===== src/rtl/alu_32b.sv =====
//==============================================================================
// Module   : alu_32b
// Purpose  : Registered add/sub/and/or ALU; result appears one clock after
//            the operands are sampled.
// Revision : 1.0 - initial release
//==============================================================================
`default_nettype none

module alu_32b #(
    parameter int WIDTH = 16
) (
    output logic [WIDTH-1:0] y,
    input  logic [WIDTH-1:0] A,
    input  logic [WIDTH-1:0] B,
    input  logic             clk,
    input  logic             reset,
    input  logic [1:0]       Op
);

    localparam logic [1:0] c_OP_ADD = 2'b00;
    localparam logic [1:0] c_OP_SUB = 2'b01;
    localparam logic [1:0] c_OP_AND = 2'b10;
    localparam logic [1:0] c_OP_OR  = 2'b11;

    logic [WIDTH-1:0] w_r;
    logic [WIDTH-1:0] r_y;

    // Subtract shares the adder form: A + ~B + 1, with carry/borrow dropped.
    always_comb begin
        w_r = '0;
        unique case (Op)
            c_OP_ADD: w_r = A + B;
            c_OP_SUB: w_r = A + ~B + {{(WIDTH-1){1'b0}}, 1'b1};
            c_OP_AND: w_r = A & B;
            c_OP_OR:  w_r = A | B;
            default:  w_r = '0;
        endcase
    end

    always_ff @(posedge clk or negedge reset) begin
        if (!reset) begin
            r_y <= '0;
        end else begin
            r_y <= w_r;
        end
    end

    assign y = r_y;

endmodule

`default_nettype wire


===== config.mk =====
export PLATFORM = sky130hd
export DESIGN_NAME = alu_32b
export DESIGN_NICKNAME = d
export VERILOG_FILES = /design/src/rtl/alu_32b.sv
export SDC_FILE = /design/constraint.sdc
export NUM_CORES = 1
export LEC_CHECK = 0
export ABC_AREA = 1
export CAP_MARGIN = 10
export CORE_UTILIZATION = 59
export DETAILED_ROUTE_END_ITERATION = 7
export PLACE_DENSITY = 0.95
export SLEW_MARGIN = 25
export SYNTH_ARGS = -nofsm -noshare
export SYNTH_HDL_FRONTEND = slang
export SYNTH_SLANG_ARGS = --single-unit

===== constraint.sdc =====
create_clock -name clk -period 0.8 [get_ports clk]
set_input_delay 0.2 -clock clk [delete_from_list [all_inputs] [get_ports clk]]
set_output_delay 0.2 -clock clk [all_outputs]
set_load 0.02 [all_outputs]

==> results of run 1 <==
-- cell families after synthesis --
logic type / Yosys count
simple gates: 261
buf+inv: 120
fa+ha+maj: 50
compound gates: 47
flops: 16
xor+xnor: 6
-- metrics by stage --
step | setup WS, ns | instance area [um^2] | setup TNS [ns]
floorplan | -0.618 | 3430 | -8.13
global placement | -1.34 | 4500 | -24.40
detailed placement | -1.47 | 4500 | -26.55
-- synth_stat cells (all sizes together) (2+ instances only) --
library cell and count:
ha 48, or2 2, o21ai 9, o2111ai 2, dfrtp 16, and2 7
nand4 8, fa 2, nand3b 7, a21oi 17, buf 12, xor2 6
o21bai 3, nor3 3, nand3 46, nor2 35, inv 108, nand2 153
o22ai 7, a21boi 3
==> impl_metrics.json, run 1 <==
{
  "fp-row-count": 25,
  "clock_path_buffers": 2,
  "synth.distinct_cells": 36,
  "dp_cells": 681,
  "yosysTopAreaCell": "ha_1",
  "synth-edff-count": 0,
  "synth_nets": 586,
  "initial_utilization": 0.629,
  "htreeDepth": 1,
  "synth_seq_cells": 16,
  "ys_warn_count": 0,
  "place.gp.congestion": 1.05,
  "synth_top_area_share": 0.197,
  "synth-xor-area-share": 0.0172,
  "postCtsHoldBufs": 0,
  "stop_stage": "clock tree synthesis",
  "ys.flop_type": "dfrtp_1",
  "syn_area_mm2": 0.00305,
  "cts.sinks": 16,
  "root_buffer": "clkbuf_8",
  "synth_cells": 500,
  "synthMuxAreaShare": 0,
  "syn_area_per_cell_um2": 6.10,
  "ys_seq_area_frac": 0.131,
  "cts_buffers": 3,
  "die_h_um": 73.9,
  "cts_setup_buffers": 33,
  "post-dp-hpwl_mm": 10.4,
  "synthAdderAreaFrac": 0.210,
  "async_reset_ff_frac": 1.00,
  "synth_compound_gate_area_share": 0.0944,
  "die_x_um": 73.9,
  "yosys.area_share.simple": 0.385,
  "error": "[ERROR DPL-0038] Utilization greater than 100%, impossible to legalize",
  "synth_top_family_by_area": "simple AND/OR/NAND/NOR gates",
  "status": "stopped before the end",
  "port_buffers": 51,
  "ys_top_cells_by_area": "ha_1 20%, nand2_1 18%, dfrtp_1 13%",
  "io_pins": 52,
  "cts_resized": 437
}
==> run 2, diff against run 1 <==
--- a/config.mk
+++ b/config.mk
@@ -7,9 +7,9 @@
 export LEC_CHECK = 0
 export ABC_AREA = 1
 export CAP_MARGIN = 10
-export CORE_UTILIZATION = 59
+export CORE_UTILIZATION = 40
 export DETAILED_ROUTE_END_ITERATION = 7
-export PLACE_DENSITY = 0.95
+export PLACE_DENSITY_LB_ADDON = 0.15
 export SLEW_MARGIN = 25
 export SYNTH_ARGS = -nofsm -noshare
 export SYNTH_HDL_FRONTEND = slang
==> impl_metrics.json, run 2 <==
{
  "fin_crit_ns": 1.40,
  "nets": 733,
  "p_leak_nw": 2.77,
  "slew_headroom": 0.809,
  "min_period_over_period": 1.75,
  "yosysTopAreaCell": "ha_1",
  "critPathTopFamily": "simple AND/OR/NAND/NOR gates",
  "io_pins": 52,
  "synth-edff-count": 0,
  "htreeDepth": 1,
  "critPathLaunchType": "input pin",
  "die_area_mm2": 0.00797,
  "avgViaCountPerCell": 5.05,
  "multiInputGateArea_mm2": 0.00303,
  "drc": 0,
  "post-dp-hpwl_mm": 8.03,
  "routed_wl_mm": 10.9,
  "largest_register_ffs": 16,
  "synth_cells": 500,
  "grt_usage": 0.274,
  "tightest_slew_ns": 0.283,
  "ys.flop_type": "dfrtp_1",
  "synth.distinct_cells": 36,
  "worst_ir_drop_vdd_mv": 0.552,
  "setup_viol": 31,
  "path_clk_slew_ns": 0.08,
  "worstPathArrival_ns": 1.55,
  "synth_nets": 586,
  "cts_tree": "built",
  "cts.sinks": 16,
  "drv_slew": 0,
  "ys_top_cells_by_area": "ha_1 20%, nand2_1 18%, dfrtp_1 13%",
  "n_antenna_cell": 0,
  "crit_path_cell_trace": "buf_12 -> inv_12 -> ha_4 -> inv_4 -> fa_2 -> nand2_2 -> nand2_2 -> and2_4 -> nand2_4 -> nand4_1 -> nand3_1 -> nand3_1",
  "initial_utilization": 0.418,
  "register_area_um2": 400,
  "async_reset_ff_frac": 1.00,
  "crit_path_max_fanout": 3,
  "grt_pass1_vias": 3587,
  "slowest_stage": "fa_2",
  "avgRoutedWirePerCell_um": 14.7,
  "hp-class": "input pin to register",
  "violations": "negative setup slack",
  "worst_ep_required_time_ns": 0.95,
  "die_x_um": 89.3,
  "hold_violations": 0,
  "syn_area_mm2": 0.00305,
  "syn_to_final_growth_pct": 77.5,
  "layout_common_cells": "90 x nand2_1, 86 x buf_4, 53 x inv_1",
  "synth_common_cells": "146 x nand2_1, 100 x inv_1, 48 x ha_1, 42 x nand3_1, 29 x nor2_1",
  "rsz0062_at_grt": "true",
  "grt_overflow": 0,
  "ant_nets": 0,
  "fp-row-count": 31,
  "setup_ws_ns": -0.602,
  "port_buffers": 51,
  "synth_seq_cells": 16,
  "yosysMostFrequentCell": "nand2_1",
  "synth_top_area_share": 0.197,
  "status": "complete, but fails checks",
  "syn_area_per_cell_um2": 6.10,
  "power_density_mw_per_mm2": 1030,
  "endpoint_kind": "register",
  "fillers": 581,
  "drtIter0Drc": 216,
  "clock_path_buffers": 2,
  "grt_antenna_before_repair": 0,
  "dp_slack_ns": -1.43,
  "place.gp.congestion": 0.922,
  "cap_violations": 0,
  "first_pass_iters": 5,
  "grt_start_max_net_pins": 17,
  "via_count": 3758,
  "fmax_ghz": 0.713,
  "grt_pass1_wl_mm": 16.5,
  "critPathBufInv": 3,
  "ys_seq_area_frac": 0.131,
  "critPathKind": "input pin to register",
  "root_buffer": "clkbuf_8",
  "die_h_um": 89.3,
  "drive_gt1_frac": 0.581,
  "total_power_mw": 5.55,
  "final_common_cell": "nand2_1",
  "core_area_mm2": 0.00729,
  "crit_path_max_incr_delay_ns": 0.38,
  "cts_buffers": 3,
  "ys_warn_count": 0
}
run 2: metrics by stage:
| step | util | hold WS, ns | instances | TNS (ns) | cell area (um^2) |
|---|---|---|---|---|---|
| floorplan | - | -0.0956 | 500 | -8.13 | 3430 |
| global placement | 0.630 | 0.562 | 717 | -24.88 | 4600 |
| detailed placement | 0.630 | 0.560 | 717 | -25.32 | 4600 |
| CTS | 0.696 | 0.284 | 736 | -11.25 | 5070 |
| global route | 0.742 | 0.271 | 744 | -11.96 | 5410 |
| finish | 0.742 | 0.266 | 744 | -10.76 | 5410 |
run 2: what timing repair did:
action | CTS | global route
hold buffers | 0 | 0
resized for setup | 316 | 113
pin swaps | 69 | 84
endpoints found under the setup margin | 32 | 32
setup buffers | 16 | 10
run 2: logic make-up (layout without fill, tap and decap cells):
| group | Yosys count | in the layout | share of synthesized area |
|---|---|---|---|
| buffers and inverters | 120 | 265 | 0.161 |
| adders and majority gates | 50 | 50 | 0.210 |
| DFF | 16 | 16 | 0.131 |
| AOI/OAI and AO/OA | 47 | 47 | 0.0944 |
| and+or+nand+nor | 261 | 261 | 0.385 |
| xor gates and xnor gates | 6 | 6 | 0.0172 |
run 2: layout make-up:
cell class              instances  area share
multi-input cells             364       0.559
repair buffers                154       0.249
inverters                     108      0.0876
flip-flops and latches         16      0.0740
well taps                      99      0.0229
clock buffers                   3     0.00763
run 2: power breakdown:
| group | switching, mW | leakage, nW | internal, mW |
|---|---|---|---|
| clock | 0.347 | 0.0216 | 0.336 |
| sequential | 0.0633 | 0.192 | 0.924 |
| combinational | 2.06 | 2.55 | 1.82 |
| total | 2.47 | 2.77 | 3.08 |
run 2: worst min-delay path, cell delays in order:
cell and delay [ns]:
buf_4 0.11, buf_4 0.11, o31ai_1 0.06
run 2: final timing paths:
kind / from / endpoint / slack, ns / depth (start not counted)
min: Op[1] / y[1] / 0.27 / 3
max: A[0] / y[12] / -0.60 / 12
max in group asynchronous: reset / y[14] / 0.39 / 2
min in group asynchronous: reset / y[3] / 0.28 / 2
run 2: routing by layer:
| metal | track usage | up-vias | share of wire |
|---|---|---|---|
| met5 | 0 | - | 0 |
| met3 | 0.0351 | 27 | 0.059 |
| met1 | 0.345 | 1763 | 0.42 |
| met4 | 0.0779 | 0 | 0.018 |
| li1 | - | 1846 | - |
| met2 | 0.488 | 122 | 0.51 |
No activity file was read; power rests on OpenSTA's default activity.
==> run 3, diff against run 2 <==
--- a/config.mk
+++ b/config.mk
@@ -8,8 +8,10 @@
 export ABC_AREA = 1
 export CAP_MARGIN = 10
 export CORE_UTILIZATION = 40
+export CTS_CLUSTER_SIZE = 14
 export DETAILED_ROUTE_END_ITERATION = 7
 export PLACE_DENSITY_LB_ADDON = 0.15
+export RECOVER_POWER = 100
 export SLEW_MARGIN = 25
 export SYNTH_ARGS = -nofsm -noshare
 export SYNTH_HDL_FRONTEND = slang
==> impl_metrics.json, run 3 (synthesis results as in run 2) <==
{
  "rsz0062_at_grt": "true",
  "grt_start_max_net_pins": 17,
  "clock_path_buffers": 2,
  "slew_headroom": 0.662,
  "worst_ep_required_time_ns": 0.95,
  "postCtsHoldBufs": 0,
  "core_area_mm2": 0.00729,
  "ant_nets": 0,
  "total_power_mw": 5.54,
  "instances_no_fill": 744,
  "io_pins": 52,
  "initial_utilization": 0.418,
  "critPathLaunchType": "input pin",
  "min_period_over_period": 1.75,
  "avgViaCountPerCell": 5.05,
  "fp-row-count": 31,
  "routed_wl_mm": 10.9,
  "setup_ws_ns": -0.602,
  "fin_crit_ns": 1.40,
  "via_count": 3760,
  "syn_to_final_growth_pct": 77.0,
  "first_pass_iters": 5,
  "die_area_mm2": 0.00797,
  "setup.worst_path.end": "y[12]",
  "critPathLaunch": "A[0]",
  "placed_cell_area_mm2": 0.00460,
  "endpoint_kind": "register",
  "die_x_um": 89.3,
  "post-dp-hpwl_mm": 8.03,
  "avgRoutedWirePerCell_um": 14.7,
  "tightest_slew_ns": 0.507,
  "htreeDepth": 1,
  "cts_tree": "built",
  "crit_path_max_fanout": 3,
  "hold_violations": 0,
  "violations": "negative setup slack",
  "fillers": 584,
  "dp_cells": 717,
  "path_clk_slew_ns": 0.08,
  "hp-start": "Op[1]",
  "cts.sinks": 16,
  "drv_slew": 0,
  "largest_register_ffs": 16,
  "p_leak_nw": 2.76,
  "fmax_ghz": 0.713,
  "die_h_um": 89.3,
  "drtIter0Drc": 216,
  "drc": 0,
  "worstPathArrival_ns": 1.55,
  "n_antenna_cell": 0,
  "cap_violations": 0,
  "nets": 733,
  "status": "complete, but fails checks",
  "grt_pass1_wl_mm": 16.5,
  "place.gp.congestion": 0.922,
  "grt_usage": 0.274,
  "root_buffer": "clkbuf_8",
  "grt_pass1_vias": 3587,
  "worst_ir_drop_vdd_mv": 0.553,
  "setup_viol": 31,
  "critPathKind": "input pin to register",
  "dp_slack_ns": -1.43,
  "grt_overflow": 0,
  "power_density_mw_per_mm2": 1030,
  "drive_gt1_frac": 0.581,
  "final_common_cell": "nand2_1",
  "grt_antenna_before_repair": 0,
  "cts_buffers": 3,
  "port_buffers": 51,
  "layout_common_cells": "90 x nand2_1, 86 x buf_4, 53 x inv_1",
  "hp-class": "input pin to register",
  "stdcell_area_mm2": 0.00539
}
[run 3: cell count changes in the layout (fill, tap and decap cells not counted)]
cell,before,now
buf_12,8,7
clkbuf_2,9,10
clkinv_4,1,0
inv_4,9,10
[run 3: where the power goes]
group          total, mW  internal, mW  switching (mW)
sequential         0.988         0.924          0.0634
combinational       3.87          1.81            2.06
clock              0.683         0.336           0.347
total               5.54          3.07            2.47
[run 3: how the worst min path moves through the flow]
stage,endpoint,slack (ns),depth (start not counted)
2_1_floorplan,y[0],-0.1,0
3_3_place_gp,y[3],0.56,2
3_5_place_dp,y[3],0.56,2
4_1_cts,y[3],0.28,2
5_1_grt,y[1],0.27,3
6_report,y[1],0.27,3
[run 3: worst max-delay path, cell delays in order]
cell,delay (ns)
buf_12,0.11
inv_12,0.04
ha_4,0.13
inv_4,0.03
fa_2,0.38
nand2_2,0.08
nand2_2,0.08
and2_4,0.17
nand2_4,0.06
nand4_1,0.09
nand3_1,0.09
nand3_1,0.07
[run 3: metal layers]
layer	part of all wire	GRT usage	vias to the layer above
met2	0.51	0.488	122
li1	-	-	1846
met4	0.018	0.0779	0
met5	0	0	-
met3	0.059	0.0351	27
met1	0.42	0.345	1765
[run 3: what timing repair did]
item,4_1_cts,5_1_grt
pin swaps,69,84
buffers inserted,16,10
setup endpoints to repair,32,32
gates resized for setup,316,113
[run 3: layout make-up]
type                    count  area (um^2)  share of cell area
multi-input cells         364         3030               0.561
repair buffers            154         1330               0.247
inverters                 108          472              0.0875
flip-flops and latches     16          400              0.0742
well taps                  99          124              0.0230
clock buffers               3         41.3             0.00765
[run 3: stage by stage]
step,hold slack (ns),setup TNS (ns),utilization
2_1_floorplan,-0.0956,-8.13,-
3_5_place_dp,0.560,-25.32,0.630
3_3_place_gp,0.562,-24.88,0.630
6_report,0.266,-10.76,0.740
4_1_cts,0.284,-11.25,0.696
5_1_grt,0.271,-11.96,0.740
==> run 4, diff against run 3 <==
--- a/config.mk
+++ b/config.mk
@@ -7,7 +7,7 @@
 export LEC_CHECK = 0
 export ABC_AREA = 1
 export CAP_MARGIN = 10
-export CORE_UTILIZATION = 40
+export CORE_UTILIZATION = 30
 export CTS_CLUSTER_SIZE = 14
 export DETAILED_ROUTE_END_ITERATION = 7
 export PLACE_DENSITY_LB_ADDON = 0.15
==> impl_metrics.json, run 4 (synthesis results as in run 2) <==
{
  "syn_to_final_growth_pct": 80.6,
  "nets": 736,
  "critPathLaunch": "B[1]",
  "post-dp-hpwl_mm": 8.21,
  "cap_violations": 0,
  "postCtsHoldBufs": 0,
  "fin_crit_ns": 1.35,
  "crit_path_cell_trace": "buf_8 -> clkinvlp_4 -> fa_2 -> inv_2 -> nand4_1 -> nand2_2 -> nand2_2 -> nand2_2 -> nand2_1 -> nand3_1 -> nand3b_1",
  "worstPathArrival_ns": 1.51,
  "critPathLaunchType": "input pin",
  "dp_slack_ns": -1.44,
  "crit_path_max_incr_delay_ns": 0.43,
  "fmax_ghz": 0.738,
  "first_pass_iters": 4,
  "critPathKind": "input pin to register",
  "final_common_cell": "buf_4",
  "violations": "negative setup slack",
  "timing.hold.ws_ns": 0.279,
  "slew_headroom": 0.678,
  "worst_ir_drop_vdd_mv": 0.527,
  "clock_path_buffers": 2,
  "setup_ws_ns": -0.554,
  "cts.sinks": 16,
  "grt_usage": 0.218,
  "power_density_mw_per_mm2": 1030,
  "dp_cells": 751,
  "n_antenna_cell": 0,
  "drv_slew": 0,
  "layout_common_cells": "96 x buf_4, 88 x nand2_1, 50 x inv_1",
  "final_util": 0.561,
  "largest_register_ffs": 16,
  "core_area_mm2": 0.00982,
  "setup_viol": 31,
  "cts_buffers": 3,
  "slowest_stage": "fa_2",
  "grt_pass1_vias": 3648,
  "grt_pass1_wl_mm": 17.4,
  "tightest_slew_ns": 0.483,
  "io_pins": 52,
  "avgViaCountPerCell": 4.66,
  "p_leak_nw": 2.77,
  "fillers": 973,
  "die_h_um": 103,
  "root_buffer": "clkbuf_8",
  "initial_utilization": 0.310,
  "drc": 0,
  "cts_tree": "built",
  "die_x_um": 103,
  "routed_wl_mm": 11.2,
  "die_area_mm2": 0.0106,
  "ant_nets": 0,
  "setup.worst_path.end": "y[10]",
  "fp-row-count": 36,
  "hp-class": "input pin to register",
  "port_buffers": 51,
  "grt_overflow": 0,
  "htreeDepth": 1,
  "grt_antenna_before_repair": 0,
  "via_count": 3642,
  "hold_violations": 0,
  "rsz0062_at_grt": "true",
  "crit_path_max_fanout": 4,
  "path_common_cell": "nand2_2",
  "register_area_um2": 400,
  "multiInputGateArea_mm2": 0.00310,
  "instances_no_fill": 782,
  "path_clk_slew_ns": 0.09,
  "endpoint_kind": "register",
  "drtIter0Drc": 116,
  "grt_start_max_net_pins": 17,
  "status": "complete, but fails checks",
  "total_power_mw": 5.70,
  "avgRoutedWirePerCell_um": 14.3,
  "min_period_over_period": 1.69,
  "drive_gt1_frac": 0.596,
  "worst_ep_required_time_ns": 0.96,
  "place.gp.congestion": 0.869
}
## run 4: cell count changes in the layout (fill, tap and decap cells not counted), sizes merged
cell           change
clkdlybuf4s15      +3
buf               +10
clkbuf             -9
## run 4: how the worst min path moves through the flow
stage / from / endpoint / slack, ns / cells after the start
detailed placement: reset / y[2] / 0.56 / 2
global route: Op[1] / y[1] / 0.29 / 3
finish: Op[1] / y[1] / 0.28 / 3
floorplan: reset / y[0] / -0.1 / 0
CTS: reset / y[2] / 0.27 / 2
global placement: reset / y[2] / 0.56 / 2
## run 4: critical path: cells and delay by family
kind,cells,cell delay (ns)
buffers and inverters,3,0.33
adders and majority gates,1,0.43
and+or+nand+nor,7,0.55
## run 4: area by class of cell
class                      instances  area share
clock buffer                       4      0.0100
inverter                         108      0.0861
multi-input combinational        364       0.563
sequential                        16      0.0727
tap                              133      0.0302
timing repair buffer             157       0.238
## run 4: metrics by stage
step | instance area (um^2) | TNS (ns)
2_1_floorplan | 3430 | -8.13
3_3_place_gp | 4630 | -24.92
3_5_place_dp | 4630 | -25.20
4_1_cts | 5220 | -10.90
5_1_grt | 5510 | -11.69
6_report | 5510 | -10.25
## run 4: power breakdown
group / internal, mW / total [mW] / switching [mW]
combinational: 1.78 / 3.86 / 2.07
clock: 0.440 / 0.857 / 0.417
sequential: 0.924 / 0.983 / 0.0595
total: 3.15 / 5.70 / 2.55
## run 4: layer usage
metal | track usage | wire (um) | vias to the layer above
met5 | 0 | 0 | -
met4 | 0.0683 | 219 | 0
met3 | 0.0136 | 280 | 15
met2 | 0.392 | 5540 | 66
met1 | 0.277 | 5160 | 1704
li1 | - | - | 1857
## run 4: timing repair
item                       in CTS  in global routing
pin swaps                     108                 62
setup endpoints to repair      32                 32
resized for setup             374                 66
buffers inserted               23                  7
